<file path="config.mk">
export PLATFORM = sky130hd
export DESIGN_NAME = ip_rx_layer
export DESIGN_NICKNAME = d
export VERILOG_FILES = /design/src/rtl/ip_pkg.sv /design/src/rtl/ip_csum_acc.sv /design/src/rtl/ip_rx_layer.sv
export SDC_FILE = /design/constraint.sdc
export NUM_CORES = 1
export LEC_CHECK = 0
export CORE_ASPECT_RATIO = 0.5
export CORE_MARGIN = 3
export CORE_UTILIZATION = 52
export DETAILED_ROUTE_END_ITERATION = 7
export GPL_ROUTABILITY_DRIVEN = 0
export PLACE_DENSITY_LB_ADDON = 0.08
export REMOVE_ABC_BUFFERS = 1
export SYNTH_ARGS = -nofsm -noshare
export SYNTH_HDL_FRONTEND = slang
export SYNTH_SLANG_ARGS = --single-unit
</file>
<file path="constraint.sdc">
create_clock -name clk -period 10.2 [get_ports clk]
set_clock_uncertainty 0.2 [all_clocks]
set_input_delay 1.02 -clock clk [delete_from_list [all_inputs] [get_ports clk]]
set_output_delay 1.02 -clock clk [all_outputs]
set_load 0.02 [all_outputs]
</file>
<file path="src/rtl/ip_pkg.sv">
// ip_pkg: shared types, constants and ones-complement helpers for the IPv4 receive path.
// Contents: FSM state encoding, IPv4 field constants, csum_fold (32->16 end-around fold),
//           is_l4_csum_prot (protocols whose transport checksum uses the pseudo-header sum).
package ip_pkg;

  typedef enum logic [1:0] {
    ST_IDLE    = 2'd0,
    ST_HEADER  = 2'd1,
    ST_PAYLOAD = 2'd2,
    ST_SKIP    = 2'd3
  } rx_state_e;

  localparam logic [3:0] IPV4_VERSION = 4'd4;
  localparam logic [3:0] IHL_MIN      = 4'd5;
  localparam logic [7:0] PROT_TCP     = 8'd6;
  localparam logic [7:0] PROT_UDP     = 8'd17;

  // Two end-around folds are always enough: the first leaves at most 17 bits,
  // and when it carries the low half is small enough that the second cannot.
  function automatic logic [15:0] csum_fold(input logic [31:0] x);
    logic [16:0] s1;
    logic [15:0] s2;
    s1 = {1'b0, x[31:16]} + {1'b0, x[15:0]};
    s2 = s1[15:0] + {15'd0, s1[16]};
    return s2;
  endfunction

  function automatic logic is_l4_csum_prot(input logic [7:0] prot);
    return (prot == PROT_TCP) || (prot == PROT_UDP);
  endfunction

endpackage

</file>
<file path="src/rtl/ip_csum_acc.sv">
// ip_csum_acc: 16-bit ones-complement accumulator, adds both halves of a 32-bit word per cycle.
// Ports: clr_i restarts the sum (combined with add_i it loads the current word), add_i adds data_i,
//        sum_o is the folded sum INCLUDING this cycle's word, so the caller can judge it in the same cycle.
module ip_csum_acc
  import ip_pkg::*;
(
  input  logic        clk,
  input  logic        rst_n,
  input  logic        clr_i,
  input  logic        add_i,
  input  logic [31:0] data_i,
  output logic [15:0] sum_o
);

  logic [15:0] acc_q, acc_d;
  logic [15:0] base;
  logic [19:0] raw;

  always_comb begin
    base  = clr_i ? 16'd0 : acc_q;
    raw   = {4'd0, base} + {4'd0, data_i[31:16]} + {4'd0, data_i[15:0]};
    acc_d = add_i ? csum_fold({12'd0, raw}) : base;
  end

  always_ff @(posedge clk or negedge rst_n) begin
    if (!rst_n) acc_q <= 16'd0;
    else        acc_q <= acc_d;
  end

  assign sum_o = acc_d;

endmodule

</file>
<file path="src/rtl/ip_rx_layer.sv">
// ip_rx_layer: IPv4 receive stage; parses/validates the header, strips header+options, forwards payload.
// Latency: payload words appear 1 cycle after acceptance; header outputs update 1 cycle after the last header word.
// Flow: no backpressure (in_op_i qualifies input words); outputs rcv_* word stream, header fields, trunc_err_o, drop_cnt_o.
module ip_rx_layer
  import ip_pkg::*;
#(
  parameter bit DROP_FRAGMENTS = 1'b1,
  parameter bit CHECK_HEAD_CRC = 1'b1
) (
  input  logic        clk,
  input  logic        rst_n,
  input  logic        in_op_st_i,
  input  logic        in_op_i,
  input  logic        in_op_end_i,
  input  logic [31:0] in_data_i,
  output logic        rcv_op_st_o,
  output logic        rcv_op_o,
  output logic        rcv_op_end_o,
  output logic [31:0] rcv_data_o,
  output logic [15:0] rcv_data_len_o,
  output logic [31:0] src_ip_addr_o,
  output logic [31:0] dst_ip_addr_o,
  output logic [7:0]  prot_type_o,
  output logic [15:0] pseudo_crc_sum_o,
  output logic        head_crc_ok_o,
  output logic        trunc_err_o,
  output logic [15:0] drop_cnt_o
);

  rx_state_e   state_q, state_d;
  logic [3:0]  word_cnt_q, word_cnt_d;
  logic [3:0]  ver_q, ver_d;
  logic [3:0]  ihl_q, ihl_d;
  logic [15:0] tot_len_q, tot_len_d;
  logic        mf_q, mf_d;
  logic [12:0] frag_off_q, frag_off_d;
  logic [7:0]  prot_q, prot_d;
  logic [31:0] src_q, src_d;
  logic [31:0] dst_q, dst_d;
  logic [14:0] remain_q, remain_d;
  logic        first_q, first_d;

  logic        rcv_st_q, rcv_st_d;
  logic        rcv_op_q, rcv_op_d;
  logic        rcv_end_q, rcv_end_d;
  logic [31:0] rcv_data_q, rcv_data_d;
  logic        trunc_q, trunc_d;
  logic [15:0] len_out_q, len_out_d;
  logic [31:0] src_out_q, src_out_d;
  logic [31:0] dst_out_q, dst_out_d;
  logic [7:0]  prot_out_q, prot_out_d;
  logic [15:0] pseudo_q, pseudo_d;
  logic        crc_ok_q, crc_ok_d;
  logic [15:0] drop_cnt_q, drop_cnt_d;

  logic        acc_clr, acc_add;
  logic [15:0] hdr_sum;
  logic [1:0]  drop_add;
  logic [16:0] drop_sum;
  logic        start;
  logic [3:0]  hdr_last_idx;
  logic [15:0] hdr_bytes;
  logic [15:0] pay_len;
  logic [16:0] pay_round;
  logic [31:0] dst_cur;
  logic [18:0] pseudo_raw;
  logic        hdr_bad;

  ip_csum_acc u_hdr_csum (
    .clk    (clk),
    .rst_n  (rst_n),
    .clr_i  (acc_clr),
    .add_i  (acc_add),
    .data_i (in_data_i),
    .sum_o  (hdr_sum)
  );

  // A short IHL is still walked to word 4 so the decision point is never before
  // the fields it inspects; such a header is dropped there anyway.
  assign hdr_last_idx = (ihl_q < IHL_MIN) ? 4'd4 : ihl_q - 4'd1;
  assign hdr_bytes    = {10'd0, ihl_q, 2'b00};
  assign pay_len      = tot_len_q - hdr_bytes;
  assign pay_round    = {1'b0, pay_len} + 17'd3;
  // The destination word may be the one being accepted right now (IHL=5).
  assign dst_cur      = (word_cnt_q == 4'd4) ? in_data_i : dst_q;
  assign pseudo_raw   = {3'd0, src_q[31:16]} + {3'd0, src_q[15:0]}
                      + {3'd0, dst_cur[31:16]} + {3'd0, dst_cur[15:0]}
                      + {11'd0, prot_q} + {3'd0, pay_len};
  assign hdr_bad      = (ver_q != IPV4_VERSION) || (ihl_q < IHL_MIN) || (tot_len_q < hdr_bytes)
                      || (CHECK_HEAD_CRC && (hdr_sum != 16'hFFFF))
                      || (DROP_FRAGMENTS && (mf_q || (frag_off_q != 13'd0)));
  assign start        = in_op_i & in_op_st_i;

  always_comb begin
    state_d    = state_q;
    word_cnt_d = word_cnt_q;
    ver_d      = ver_q;
    ihl_d      = ihl_q;
    tot_len_d  = tot_len_q;
    mf_d       = mf_q;
    frag_off_d = frag_off_q;
    prot_d     = prot_q;
    src_d      = src_q;
    dst_d      = dst_q;
    remain_d   = remain_q;
    first_d    = first_q;
    len_out_d  = len_out_q;
    src_out_d  = src_out_q;
    dst_out_d  = dst_out_q;
    prot_out_d = prot_out_q;
    pseudo_d   = pseudo_q;
    crc_ok_d   = crc_ok_q;
    rcv_st_d   = 1'b0;
    rcv_op_d   = 1'b0;
    rcv_end_d  = 1'b0;
    rcv_data_d = 32'd0;
    trunc_d    = 1'b0;
    acc_clr    = 1'b0;
    acc_add    = 1'b0;
    drop_add   = 2'd0;

    if (start) begin
      // A new frame start overrides whatever was in flight.
      if (state_q == ST_HEADER) drop_add = drop_add + 2'd1;
      if (state_q == ST_PAYLOAD) begin
        rcv_op_d  = 1'b1;
        rcv_end_d = 1'b1;
        trunc_d   = 1'b1;
      end
      ver_d      = in_data_i[31:28];
      ihl_d      = in_data_i[27:24];
      tot_len_d  = in_data_i[15:0];
      word_cnt_d = 4'd1;
      acc_clr    = 1'b1;
      acc_add    = 1'b1;
      state_d    = ST_HEADER;
      if (in_op_end_i) begin
        state_d  = ST_IDLE;
        drop_add = drop_add + 2'd1;
      end
    end else if (in_op_i) begin
      unique case (state_q)
        ST_HEADER: begin
          acc_add    = 1'b1;
          word_cnt_d = word_cnt_q + 4'd1;
          // Standard IPv4 layout: flags/offset live in word 1, protocol in word 2.
          case (word_cnt_q)
            4'd1: begin
              mf_d       = in_data_i[13];
              frag_off_d = in_data_i[12:0];
            end
            4'd2: prot_d = in_data_i[23:16];
            4'd3: src_d  = in_data_i;
            4'd4: dst_d  = in_data_i;
            default: ;
          endcase
          if (word_cnt_q == hdr_last_idx) begin
            src_out_d  = src_q;
            dst_out_d  = dst_cur;
            prot_out_d = prot_q;
            len_out_d  = pay_len;
            pseudo_d   = csum_fold({13'd0, pseudo_raw});
            crc_ok_d   = (hdr_sum == 16'hFFFF);
            if (hdr_bad) begin
              drop_add = 2'd1;
              state_d  = in_op_end_i ? ST_IDLE : ST_SKIP;
            end else if (pay_len == 16'd0) begin
              state_d  = in_op_end_i ? ST_IDLE : ST_SKIP;
            end else if (in_op_end_i) begin
              drop_add = 2'd1;
              state_d  = ST_IDLE;
            end else begin
              remain_d = pay_round[16:2];
              first_d  = 1'b1;
              state_d  = ST_PAYLOAD;
            end
          end else if (in_op_end_i) begin
            drop_add = 2'd1;
            state_d  = ST_IDLE;
          end
        end
        ST_PAYLOAD: begin
          rcv_op_d   = 1'b1;
          rcv_data_d = in_data_i;
          rcv_st_d   = first_q;
          first_d    = 1'b0;
          remain_d   = remain_q - 15'd1;
          if (remain_q == 15'd1) begin
            rcv_end_d = 1'b1;
            state_d   = in_op_end_i ? ST_IDLE : ST_SKIP;
          end else if (in_op_end_i) begin
            rcv_end_d = 1'b1;
            trunc_d   = 1'b1;
            state_d   = ST_IDLE;
          end
        end
        ST_SKIP: begin
          if (in_op_end_i) state_d = ST_IDLE;
        end
        default: ;
      endcase
    end

    drop_sum   = {1'b0, drop_cnt_q} + {15'd0, drop_add};
    drop_cnt_d = drop_sum[16] ? 16'hFFFF : drop_sum[15:0];
  end

  always_ff @(posedge clk or negedge rst_n) begin
    if (!rst_n) begin
      state_q    <= ST_IDLE;
      word_cnt_q <= 4'd0;
      ver_q      <= 4'd0;
      ihl_q      <= 4'd0;
      tot_len_q  <= 16'd0;
      mf_q       <= 1'b0;
      frag_off_q <= 13'd0;
      prot_q     <= 8'd0;
      src_q      <= 32'd0;
      dst_q      <= 32'd0;
      remain_q   <= 15'd0;
      first_q    <= 1'b0;
      rcv_st_q   <= 1'b0;
      rcv_op_q   <= 1'b0;
      rcv_end_q  <= 1'b0;
      rcv_data_q <= 32'd0;
      trunc_q    <= 1'b0;
      len_out_q  <= 16'd0;
      src_out_q  <= 32'd0;
      dst_out_q  <= 32'd0;
      prot_out_q <= 8'd0;
      pseudo_q   <= 16'd0;
      crc_ok_q   <= 1'b0;
      drop_cnt_q <= 16'd0;
    end else begin
      state_q    <= state_d;
      word_cnt_q <= word_cnt_d;
      ver_q      <= ver_d;
      ihl_q      <= ihl_d;
      tot_len_q  <= tot_len_d;
      mf_q       <= mf_d;
      frag_off_q <= frag_off_d;
      prot_q     <= prot_d;
      src_q      <= src_d;
      dst_q      <= dst_d;
      remain_q   <= remain_d;
      first_q    <= first_d;
      rcv_st_q   <= rcv_st_d;
      rcv_op_q   <= rcv_op_d;
      rcv_end_q  <= rcv_end_d;
      rcv_data_q <= rcv_data_d;
      trunc_q    <= trunc_d;
      len_out_q  <= len_out_d;
      src_out_q  <= src_out_d;
      dst_out_q  <= dst_out_d;
      prot_out_q <= prot_out_d;
      pseudo_q   <= pseudo_d;
      crc_ok_q   <= crc_ok_d;
      drop_cnt_q <= drop_cnt_d;
    end
  end

  assign rcv_op_st_o      = rcv_st_q;
  assign rcv_op_o         = rcv_op_q;
  assign rcv_op_end_o     = rcv_end_q;
  assign rcv_data_o       = rcv_data_q;
  assign trunc_err_o      = trunc_q;
  assign rcv_data_len_o   = len_out_q;
  assign src_ip_addr_o    = src_out_q;
  assign dst_ip_addr_o    = dst_out_q;
  assign prot_type_o      = prot_out_q;
  assign pseudo_crc_sum_o = pseudo_q;
  assign head_crc_ok_o    = crc_ok_q;
  assign drop_cnt_o       = drop_cnt_q;

endmodule

</file>
==> results.toml <==
[run_status]
status = "finished clean"

[global_routing]
grt_pass1_vias = 14200
grt_max_degree = 159
grt_pass1_wl_mm = 81.1
antenna_found_initial = 1
overflow = 0
grt_use_total_pct = 26.9

[worst_setup_path]
max_stage_delay_ns = 0.42
startpoint_type = "primary input"
r2r_end = "pseudo_crc_sum_o[14]"
critPathRequiredTime_ns = 10.49
worstSetupPathType = "in2reg"
worst-r2r-cell-count = 38
reg2reg_from = "word_cnt_q[0]"
slowest_stage = "clkdlybuf4s50_1"
cp_max_fo = 5
endpoint_kind = "register"
worst_ep_arrival_time_ns = 10.05
crit_top_cell = "buf_4"
reg2reg_slack_ns = 0.73

[sta]
setup_viol = 0
setup_slack_ns = 0.442
max_freq_ghz = 0.102
worst_pin_slew_ns = 0.926
fin_crit_ns = 9.76
relSlewSlack_pct = 38.2
post-route-period-util_pct = 95.7
hold_viol = 0
slew_viol_final = 0

[clock_network]
cts_tree = "yes"
cts_sinks = 305
cts_max_level = 1
cts_buffer_depth = 3
cts_made_buffers = 29
hold_buffers = 0
clk_pin_slew_ns = 0.07
ctsRootBufferMaster = "clkbuf_16"
clk_latency_ns = 0.59

[run]
max_cap_viol_count = 0

[place]
dp_hpwl_mm = 38.4
placed_area_um2 = 22000
dp_slack_ns = -0.973
io_buffers = 193

[logic_synthesis]
yosysSeqAreaShare_pct = 41.1
ys_seq_elements = 305
synth_ff_type = "dfrtp_1"
synth_area_per_cell_um2 = 10.0
synth_cell_types = 107
ys_warn_count = 0
netlist_area_um2 = 18600
async_reset_ff_share_pct = 100
synth_cells = 1850
synth-edff-count = 0

[die]
start_util_pct = 53.4
die_w_um = 273
die_y_um = 140
rows = 48
core_um2 = 34800
die_area_um2 = 38200
ios = 194

[finish]
nets = 2346
fin_area_um2 = 23200
drive_gt1_share_pct = 18.7
post-route-util_pct = 66.6
area_growth_pct = 24.8
fill_cells = 2814

[drt]
dr_total_vias = 14600
drt-pass1-iter-count = 5
via_per_inst = 5.48
route.detailed.drc = 0
avgRoutedWirePerCell_um = 19.0
drt_iter0_markers = 1109
drt-total-wl_mm = 50.6
ant_nets = 0

[min_path]
min-delay-path-class = "in2async"
[layout by cell type, fill, tap and decap left out, types with 46 or more instances in the layout]
cell type,synthesis,final
a21oi_1,62,57
inv_1,148,148
ha_1,78,74
dfrtp_1,305,305
buf_4,1,161
and2_1,54,53
xor2_1,47,46
nand2_1,214,209
mux2_2,106,106
o21ai_0,163,156
xnor2_1,69,69
clkdlybuf4s50_1,0,190
fa_1,62,60
nor2_1,72,68
[worst max-delay path by stage]
| stage | start | slack [ns] | depth (start not counted) | endpoint |
|---|---|---|---|---|
| 2_1_floorplan | in_op_i | -0.95 | 49 | drop_cnt_o[5] |
| 3_3_place_gp | in_op_i | -0.64 | 53 | drop_cnt_o[0] |
| 3_5_place_dp | in_op_i | -0.97 | 53 | drop_cnt_o[0] |
| 4_1_cts | in_op_st_i | 0.14 | 54 | drop_cnt_o[7] |
| 5_1_grt | in_data_i[17] | -0.02 | 53 | drop_cnt_o[7] |
| 6_report | in_data_i[17] | 0.44 | 53 | drop_cnt_o[7] |
[through the flow]
| step | hold WS, ns | TNS, ns | cells |
|---|---|---|---|
| final | 0.229 | 0 | 2669 |
| after global routing | 0.280 | -0.0388 | 2667 |
| after CTS | 0.232 | 0 | 2664 |
| after detailed placement | 0.267 | -14.75 | 2605 |
| after global placement | 0.260 | -9.58 | 2605 |
| after floorplan | 0.243 | -13.97 | 1781 |
[timing repair]
action | CTS | global route
gates resized for setup | 20 | 30
cloned | 0 | 0
pin swaps | 10 | 11
buffers inserted | 5 | 3
endpoints found under the setup margin | 16 | 19
hold endpoints to repair | 0 | 0
[cells by family (layout without fill, tap and decap cells)]
group,count (synthesis),after routing,share of synthesized area [%]
compound gates,369,369,12.8
other cells,0,2,0
fa+ha+maj,141,141,12.0
xor+xnor,117,117,5.59
mux,141,141,8.31
buf+inv,217,559,4.89
flops,305,305,41.1
simple gates,560,560,15.4
[area by class of cell]
cell class / count / area [µm²] / area share [%]
multi-input combinational: 1328 / 10200 / 44.0
sequential: 305 / 7630 / 32.9
timing repair buffer: 357 / 3180 / 13.7
clock buffer: 39 / 833 / 3.59
tap: 475 / 594 / 2.56
inverter: 148 / 556 / 2.39
clock inverter: 15 / 203 / 0.874
antenna: 2 / 5.00 / 0.0216
[worst max-delay path, delay by kind of cell]
family          cells  cell delay [ns]
simple gates       19             2.75
compound gates     15             2.30
fa+ha+maj           9             2.29
buf+inv             8             1.34
xor+xnor            2             0.32
[Yosys cell counts, types with 4 or more instances]
master,n,area [µm²]
buf_2,5,25.0
fa_1,62,1240
mux2i_1,35,350
a221o_1,10,100
inv_1,148,556
a21o_1,17,128
nand3b_1,6,45.0
or2_2,4,25.0
a21boi_0,12,90.1
xnor2_1,69,604
nand2b_1,14,87.6
o31ai_1,7,52.6
nor4b_1,4,35.0
o21ai_1,4,20.0
o21ai_0,163,816
nand3_1,45,225
a31oi_1,8,50.1
and3_1,14,87.6
xor2_1,47,412
mux2_2,106,1190
o211ai_1,6,45.0
a21oi_1,62,310
nand4b_1,5,43.8
o21a_1,12,90.1
or3_1,11,68.8
buf_6,6,67.6
o21bai_1,7,52.6
nor3_1,30,150
nor4_1,16,100
and2_1,54,338
nand2_1,214,803
a211o_1,4,35.0
nor3_2,4,40.0
nor2_1,72,270
nand4_1,17,106
nor2b_1,17,106
ha_1,78,976
clkbuf_1,50,188
dfrtp_1,305,7630
[metal layers]
| metal | routed length, µm | part of all wire [%] | vias up | GRT usage, % |
|---|---|---|---|---|
| li1 | - | - | 7018 | - |
| met1 | 24700 | 49 | 7264 | 41.4 |
| met2 | 22700 | 45 | 297 | 41.8 |
| met3 | 2670 | 5.3 | 42 | 3.69 |
| met4 | 505 | 1.0 | 0 | 3.11 |
| met5 | 0 | 0 | - | 0 |
[flip-flops by register name, indices dropped and copies added, names as in the netlist, 2 cells and up]
signal            count
drop_cnt_o           16
dst_ip_addr_o        32
dst_q                32
frag_off_q           13
ihl_q                 4
prot_q                8
prot_type_o           8
pseudo_crc_sum_o     16
rcv_data_len_o       16
rcv_data_o           32
remain_q             15
src_ip_addr_o        32
src_q                32
state_q               2
tot_len_q            16
u_hdr_csum.acc_q     16
ver_q                 4
word_cnt_q            4
Power is not shown: default switching activity piles up to over one toggle a cycle in this logic, so the estimate is an artifact.
